[src/rtl/cpsr_flag_sched.sv]
// -----------------------------------------------------------------------------
// cpsr_flag_sched
// Scoreboard and write sequencer for the CPSR condition flags (N,Z,C,V).
// It counts in-flight flag writers per flag, stalls issue of instructions that
// would read a flag that is still pending, and shares the cpsr32 flag write
// port between ALU writeback (always wins) and MSR-style software writes.
//
// Flag order everywhere: bit3=N, bit2=Z, bit1=C, bit0=V.
//
// Ports:
//   clk             rising-edge clock
//   reset           asynchronous, active-high reset
//   issue_valid     instruction presented at issue
//   issue_setmask   flags the instruction will write
//   issue_condmask  flags its condition reads (0 = AL)
//   issue_stall     hold the issue stage this cycle (combinational)
//   wb_valid        ALU flag writeback this cycle
//   wb_mask         flags written at writeback
//   wb_flags        flag values written at writeback
//   msr_req         software flag-write request, held until msr_ack
//   msr_mask        flags to write, stable while msr_req
//   msr_flags       values, stable while msr_req
//   msr_ack         one-cycle pulse: MSR write performed (registered)
//   should_set_cpsr per-flag write enable to cpsr32
//   cpsrwd          flag write data to cpsr32
//   pending         bit i = pending counter i nonzero
//
// Build option: FLAG_FWD_EN
//   Defined   - a flag whose last pending writer writes back this cycle is not
//               treated as busy (decode uses the forwarded wb_flags).
//   Undefined - a flag is busy while its counter is nonzero, costing one
//               bubble after the last writeback.
// -----------------------------------------------------------------------------
module cpsr_flag_sched #(
   parameter int FLAGS_W = 4,
   parameter int CNT_W   = 2
) (
   input  logic               clk,
   input  logic               reset,
   input  logic               issue_valid,
   input  logic [FLAGS_W-1:0] issue_setmask,
   input  logic [FLAGS_W-1:0] issue_condmask,
   output logic               issue_stall,
   input  logic               wb_valid,
   input  logic [FLAGS_W-1:0] wb_mask,
   input  logic [FLAGS_W-1:0] wb_flags,
   input  logic               msr_req,
   input  logic [FLAGS_W-1:0] msr_mask,
   input  logic [FLAGS_W-1:0] msr_flags,
   output logic               msr_ack,
   output logic [FLAGS_W-1:0] should_set_cpsr,
   output logic [FLAGS_W-1:0] cpsrwd,
   output logic [FLAGS_W-1:0] pending
);

   localparam logic [CNT_W-1:0] CNT_MAX  = {CNT_W{1'b1}};
   localparam logic [CNT_W-1:0] CNT_ZERO = {CNT_W{1'b0}};
   localparam logic [CNT_W-1:0] CNT_ONE  = CNT_W'(1'b1);

   typedef enum logic [1:0] {
      ST_IDLE  = 2'd0,
      ST_DRAIN = 2'd1,
      ST_WRITE = 2'd2,
      ST_ACK   = 2'd3
   } state_t;

   logic [CNT_W-1:0]   cnt_r [FLAGS_W];
   state_t             state_r;
   logic               msr_ack_r;

   logic [FLAGS_W-1:0] pending_s;
   logic [FLAGS_W-1:0] busy_s;
   logic [FLAGS_W-1:0] sat_s;
   logic [FLAGS_W-1:0] wb_hit_s;
   logic               msr_active_s;
   logic               msr_block_s;
   logic               stall_s;
   logic               accept_s;
   logic               drain_done_s;

   // Per-flag status derived from the pending counters.
   always_comb begin
      pending_s = {FLAGS_W{1'b0}};
      busy_s    = {FLAGS_W{1'b0}};
      sat_s     = {FLAGS_W{1'b0}};
      wb_hit_s  = {FLAGS_W{1'b0}};
      for (int i = 0; i < FLAGS_W; i++) begin
         wb_hit_s[i]  = wb_valid & wb_mask[i];
         pending_s[i] = (cnt_r[i] != CNT_ZERO);
         sat_s[i]     = (cnt_r[i] == CNT_MAX);
`ifdef FLAG_FWD_EN
         // The last outstanding writer retiring this cycle releases the flag.
         busy_s[i]    = pending_s[i] & ~((cnt_r[i] == CNT_ONE) & wb_hit_s[i]);
`else
         busy_s[i]    = pending_s[i];
`endif
      end
   end

   // Issue stall and accept; the MSR only blocks instructions touching its flags.
   always_comb begin
      msr_active_s = (state_r == ST_DRAIN) | (state_r == ST_WRITE);
      msr_block_s  = msr_active_s & (|((issue_setmask | issue_condmask) & msr_mask));
      stall_s      = issue_valid & ((|(issue_condmask & busy_s)) |
                                    (|(issue_setmask & sat_s)) |
                                    msr_block_s);
      accept_s     = issue_valid & ~stall_s;
      drain_done_s = ~(|(msr_mask & pending_s)) & ~wb_valid;
   end

   // Pending counters: +1 on accepted writer, -1 on writeback, never underflow.
   always_ff @(posedge clk or posedge reset) begin
      if (reset) begin
         for (int i = 0; i < FLAGS_W; i++) begin
            cnt_r[i] <= CNT_ZERO;
         end
      end else begin
         for (int i = 0; i < FLAGS_W; i++) begin
            if (accept_s & issue_setmask[i] & ~wb_hit_s[i]) begin
               cnt_r[i] <= cnt_r[i] + CNT_ONE;
            end else if (wb_hit_s[i] & ~(accept_s & issue_setmask[i]) & pending_s[i]) begin
               cnt_r[i] <= cnt_r[i] - CNT_ONE;
            end else begin
               cnt_r[i] <= cnt_r[i];
            end
         end
      end
   end

   // MSR sequencer: drain conflicting writers, take a free port cycle, then ack.
   always_ff @(posedge clk or posedge reset) begin
      if (reset) begin
         state_r   <= ST_IDLE;
         msr_ack_r <= 1'b0;
      end else begin
         msr_ack_r <= 1'b0;
         case (state_r)
            ST_IDLE: begin
               if (msr_req) state_r <= ST_DRAIN;
               else         state_r <= ST_IDLE;
            end
            ST_DRAIN: begin
               if (drain_done_s) state_r <= ST_WRITE;
               else              state_r <= ST_DRAIN;
            end
            ST_WRITE: begin
               // ALU owns the port this cycle; retry next cycle.
               if (wb_valid) begin
                  state_r <= ST_WRITE;
               end else begin
                  state_r   <= ST_ACK;
                  msr_ack_r <= 1'b1;
               end
            end
            ST_ACK: begin
               state_r <= ST_IDLE;
            end
            default: begin
               state_r <= ST_IDLE;
            end
         endcase
      end
   end

   // Flag write port: ALU writeback first, then a pending MSR write.
   always_comb begin
      should_set_cpsr = {FLAGS_W{1'b0}};
      cpsrwd          = {FLAGS_W{1'b0}};
      if (reset) begin
         should_set_cpsr = {FLAGS_W{1'b0}};
         cpsrwd          = {FLAGS_W{1'b0}};
      end else if (wb_valid) begin
         should_set_cpsr = wb_mask;
         cpsrwd          = wb_flags;
      end else if (state_r == ST_WRITE) begin
         should_set_cpsr = msr_mask;
         cpsrwd          = msr_flags;
      end else begin
         should_set_cpsr = {FLAGS_W{1'b0}};
         cpsrwd          = {FLAGS_W{1'b0}};
      end
   end

   assign issue_stall = stall_s & ~reset;
   assign msr_ack     = msr_ack_r;
   assign pending     = pending_s;

endmodule

[config.mk]
export PLATFORM = sky130hd
export DESIGN_NAME = cpsr_flag_sched
export DESIGN_NICKNAME = d
export VERILOG_FILES = /design/src/rtl/cpsr_flag_sched.sv
export SDC_FILE = /design/constraint.sdc
export NUM_CORES = 1
export LEC_CHECK = 0
export ABC_AREA = 1
export CAP_MARGIN = 5
export CORE_MARGIN = 2
export CORE_UTILIZATION = 47
export DETAILED_ROUTE_END_ITERATION = 16
export HOLD_SLACK_MARGIN = 0.08
export PLACE_DENSITY = 0.87
export SLEW_MARGIN = 0
export SYNTH_ARGS = -nofsm -noshare
export SYNTH_HDL_FRONTEND = slang
export SYNTH_SLANG_ARGS = --single-unit
[constraint.sdc]
create_clock -name clk -period 3.2 [get_ports clk]
set_input_delay 0.8 -clock clk [delete_from_list [all_inputs] [get_ports clk]]
set_output_delay 0.8 -clock clk [all_outputs]
set_load 0.1 [all_outputs]
==> qor.yml, run 1 <==
layout:
  nNetsFinal: 271
  drive_above_1_share: 0.2059
  seqCellArea_um2: 275.3
  n_fill_cell: 177
  multi_input_area_um2: 732.0
  synthToLayoutAreaGrowth_pct: 55.03
  diodes: 0
  fin_cells: 266
logic_synthesis:
  ys_ff_latch: 11
  synth_ff_type: "dfrtp_1"
  synth.most_common_cell: "nand2_1"
  synth_edf_count: 0
  synthTopCellsByArea: "dfrtp_1, nand2_1, inv_1, nor2_1, nand3_1"
  synth_cell_types: 20
  syn_inst: 191
  synth_top_area_frac: 0.2486
  yosys-top-cells-count: "nand2_1, inv_1, nor2_1"
  synth_top_area_cell: "dfrtp_1"
  avgSynthCellArea_um2: 5.797
  syn_nets: 223
  seq_area_frac_synth: 0.2486
  synth_area_um2: 1107
  synth_warnings: 0
  postSynth.asyncResetShare: 1.000
run_status:
  status: "completed"
cts:
  clockBufferDepth: 2
  clk_pin_slew_ns: 0.09
  postCtsSetupBuffers: 0
  cts-root-buf: "clkbuf_4"
  cts_tree: "yes"
  postCtsHoldBufs: 0
  htree_levels: 1
  cts_buffers: 3
  cts_resized: 0
  clkLatencyLatePin_ns: 0.29
  numClockSinks: 11
setup_path:
  critPathSlowestCell: "clkdlybuf4s50_1"
  r2r_slack_ns: 1.54
  path_delay_family: "buffers and inverters"
  worstSetupPathType: "input pin to output pin"
  cp_num_buf_inv: 2
  slowest_delay_ns: 0.51
  worstReg2RegStart: "state_r[0]"
  startpoint_type: "input pin"
  cp.arrival_ns: 2.20
  crit_fanout: 6
  reg2reg_depth: 10
  cp.required_ns: 2.40
  path_cells: "clkdlybuf4s50_1 -> o21ai_0 -> nand2_1 -> nor2_1 -> nor2_1 -> nor2_2 -> nor2_2 -> buf_12"
  worstReg2RegEnd: "cnt_r[5]"
  end_kind: "output pin"
power_and_ir_drop:
  pwr-share-seq: 0.215
  p_sw_w: 0.0007839
  p_leak_nw: 0.8457
  combPwrFrac: 0.702
  power_density_nw_per_um2: 756.7
  p_clk_frac: 0.083
  internal-power_w: 0.0005150
  ir_drop_mv: 0.7539
  switching_share: 0.6035
routing:
  drt.antenna.violating_nets: 0
  vias: 1376
  first_pass_iters: 4
  drc_errors: 0
  drtIter0Drc: 45
  wl_met2_um: 1765
  routed_wl_um: 3358
  wl_met1_um: 1383
  vias_per_cell: 5.173
  highest_layer: "met4"
  wire_per_inst_um: 12.62
  dr_wl_met3_um: 164
floorplan:
  num_rows: 17
  start_util: 0.5006
  coreArea_um2: 2212
  pin_count: 43
  die_h_um: 52.54
  floorplan.die_area_um2: 2760
  dieWidth_um: 52.54
min_path:
  min_path_type: "flop to flop"
  min_from: "state_r[0]"
  hold_path_depth: 1
sta:
  relSlewSlack: 0.7883
  timing.final.crit_share: 0.9373
  worst_pin_slew_ns: 0.3166
  setup_violations: 0
  skew_ns: 0.004182
  rsz0062_at_grt: "false"
  setup-tns-final_ns: 0
  min_period_ns: 2.999
  fmax_ghz: 0.3334
  hold_viol: 0
  maxSlewViolCount: 0
grt:
  grt_pass1_wl_um: 5671
  grt_pass1_vias: 1371
  antenna_found_initial: 0
  grt.overflow.total: 0
  gr-usage-all-layers: 0.2713
  grt_max_degree: 12
placement:
  place.gp.congestion: 0.9307
  dp_hpwl_um: 2754
  dp_cells: 262
  numPortBuffers: 42
job:
  maxCapViolCount: 0
placed cells by master, fill, tap and decap left out, drive strengths merged:
| cell type | count |
|---|---|
| a21oi | 9 |
| a22oi | 2 |
| buf | 18 |
| clkbuf | 4 |
| clkdlybuf4s50 | 28 |
| clkinv | 2 |
| dfrtp | 11 |
| ha | 3 |
| inv | 30 |
| nand2 | 68 |
| nand3 | 15 |
| nand4 | 9 |
| nor2 | 33 |
| o21ai | 5 |
| o22ai | 1 |
final cells by class:
type | instances | area share
Sequential cell | 11 | 0.1603
Timing Repair Buffer | 46 | 0.3076
Clock buffer | 4 | 0.01531
Tap cell | 28 | 0.02041
Inverter | 32 | 0.06997
Multi-Input combinational cell | 145 | 0.4264
power by group through the flow:
| stage | clock network, W | logic (W) | registers (W) |
|---|---|---|---|
| after floorplan | 0 | 0.000686 | 0.000268 |
| after global placement | 0 | 0.000880 | 0.000276 |
| after detailed placement | 0 | 0.000908 | 0.000278 |
| after CTS | 0.000105 | 0.000911 | 0.000275 |
| after global routing | 0.000110 | 0.000992 | 0.000287 |
| final | 0.000108 | 0.000912 | 0.000279 |
stage by stage:
stage / cell area (µm²) / power (W) / worst slack (ns) / hold WS [ns] / utilization
after floorplan: 1140 / 0.0009549 / 0.1153 / 0.4817 / -
after global placement: 1690 / 0.001155 / 0.2788 / 0.5006 / 0.7641
after detailed placement: 1690 / 0.001186 / 0.2144 / 0.5225 / 0.7641
after CTS: 1717 / 0.001292 / 0.2109 / 0.5313 / 0.7760
after global routing: 1717 / 0.001390 / 0.09243 / 0.5650 / 0.7760
final: 1717 / 0.001299 / 0.2007 / 0.5443 / 0.7760
cell families (layout without fill, tap and decap cells):
| family | after synthesis | in the layout | share of synthesized area |
|---|---|---|---|
| simple gates | 125 | 125 | 0.5153 |
| buf+inv | 35 | 82 | 0.1198 |
| flops | 11 | 11 | 0.2486 |
| fa+ha+maj | 3 | 3 | 0.03390 |
| compound gates | 17 | 17 | 0.08248 |
worst max path at each step:
stage                     startpoint     endpoint  depth (start not counted)
floorplan                      reset  issue_stall                          4
global placement    issue_setmask[1]  issue_stall                          8
detailed placement  issue_setmask[1]  issue_stall                          8
CTS                 issue_setmask[1]  issue_stall                          8
global route        issue_setmask[1]  issue_stall                          8
finish              issue_setmask[1]  issue_stall                          8
state kept, by name, summed over array words and instances (netlist names), named ones only:
register	flops
state_r	1
cnt_r	8
msr_ack	1
routing by layer:
metal	vias to the layer above	GRT usage
li1	692	-
met1	623	0.2964
met2	54	0.5042
met3	7	0.05714
met4	0	0.1026
met5	-	0
No activity file was read; power rests on OpenSTA's default activity.
==> inputs of run 2 (changes only) <==
--- a/config.mk
+++ b/config.mk
@@ -12,6 +12,7 @@
 export DETAILED_ROUTE_END_ITERATION = 16
 export HOLD_SLACK_MARGIN = 0.08
 export PLACE_DENSITY = 0.87
+export SETUP_SLACK_MARGIN = 0.05
 export SLEW_MARGIN = 0
 export SYNTH_ARGS = -nofsm -noshare
 export SYNTH_HDL_FRONTEND = slang
==> results of run 2 <==
Same layout as run 1: the final DEF is identical, and so are final timing and power.
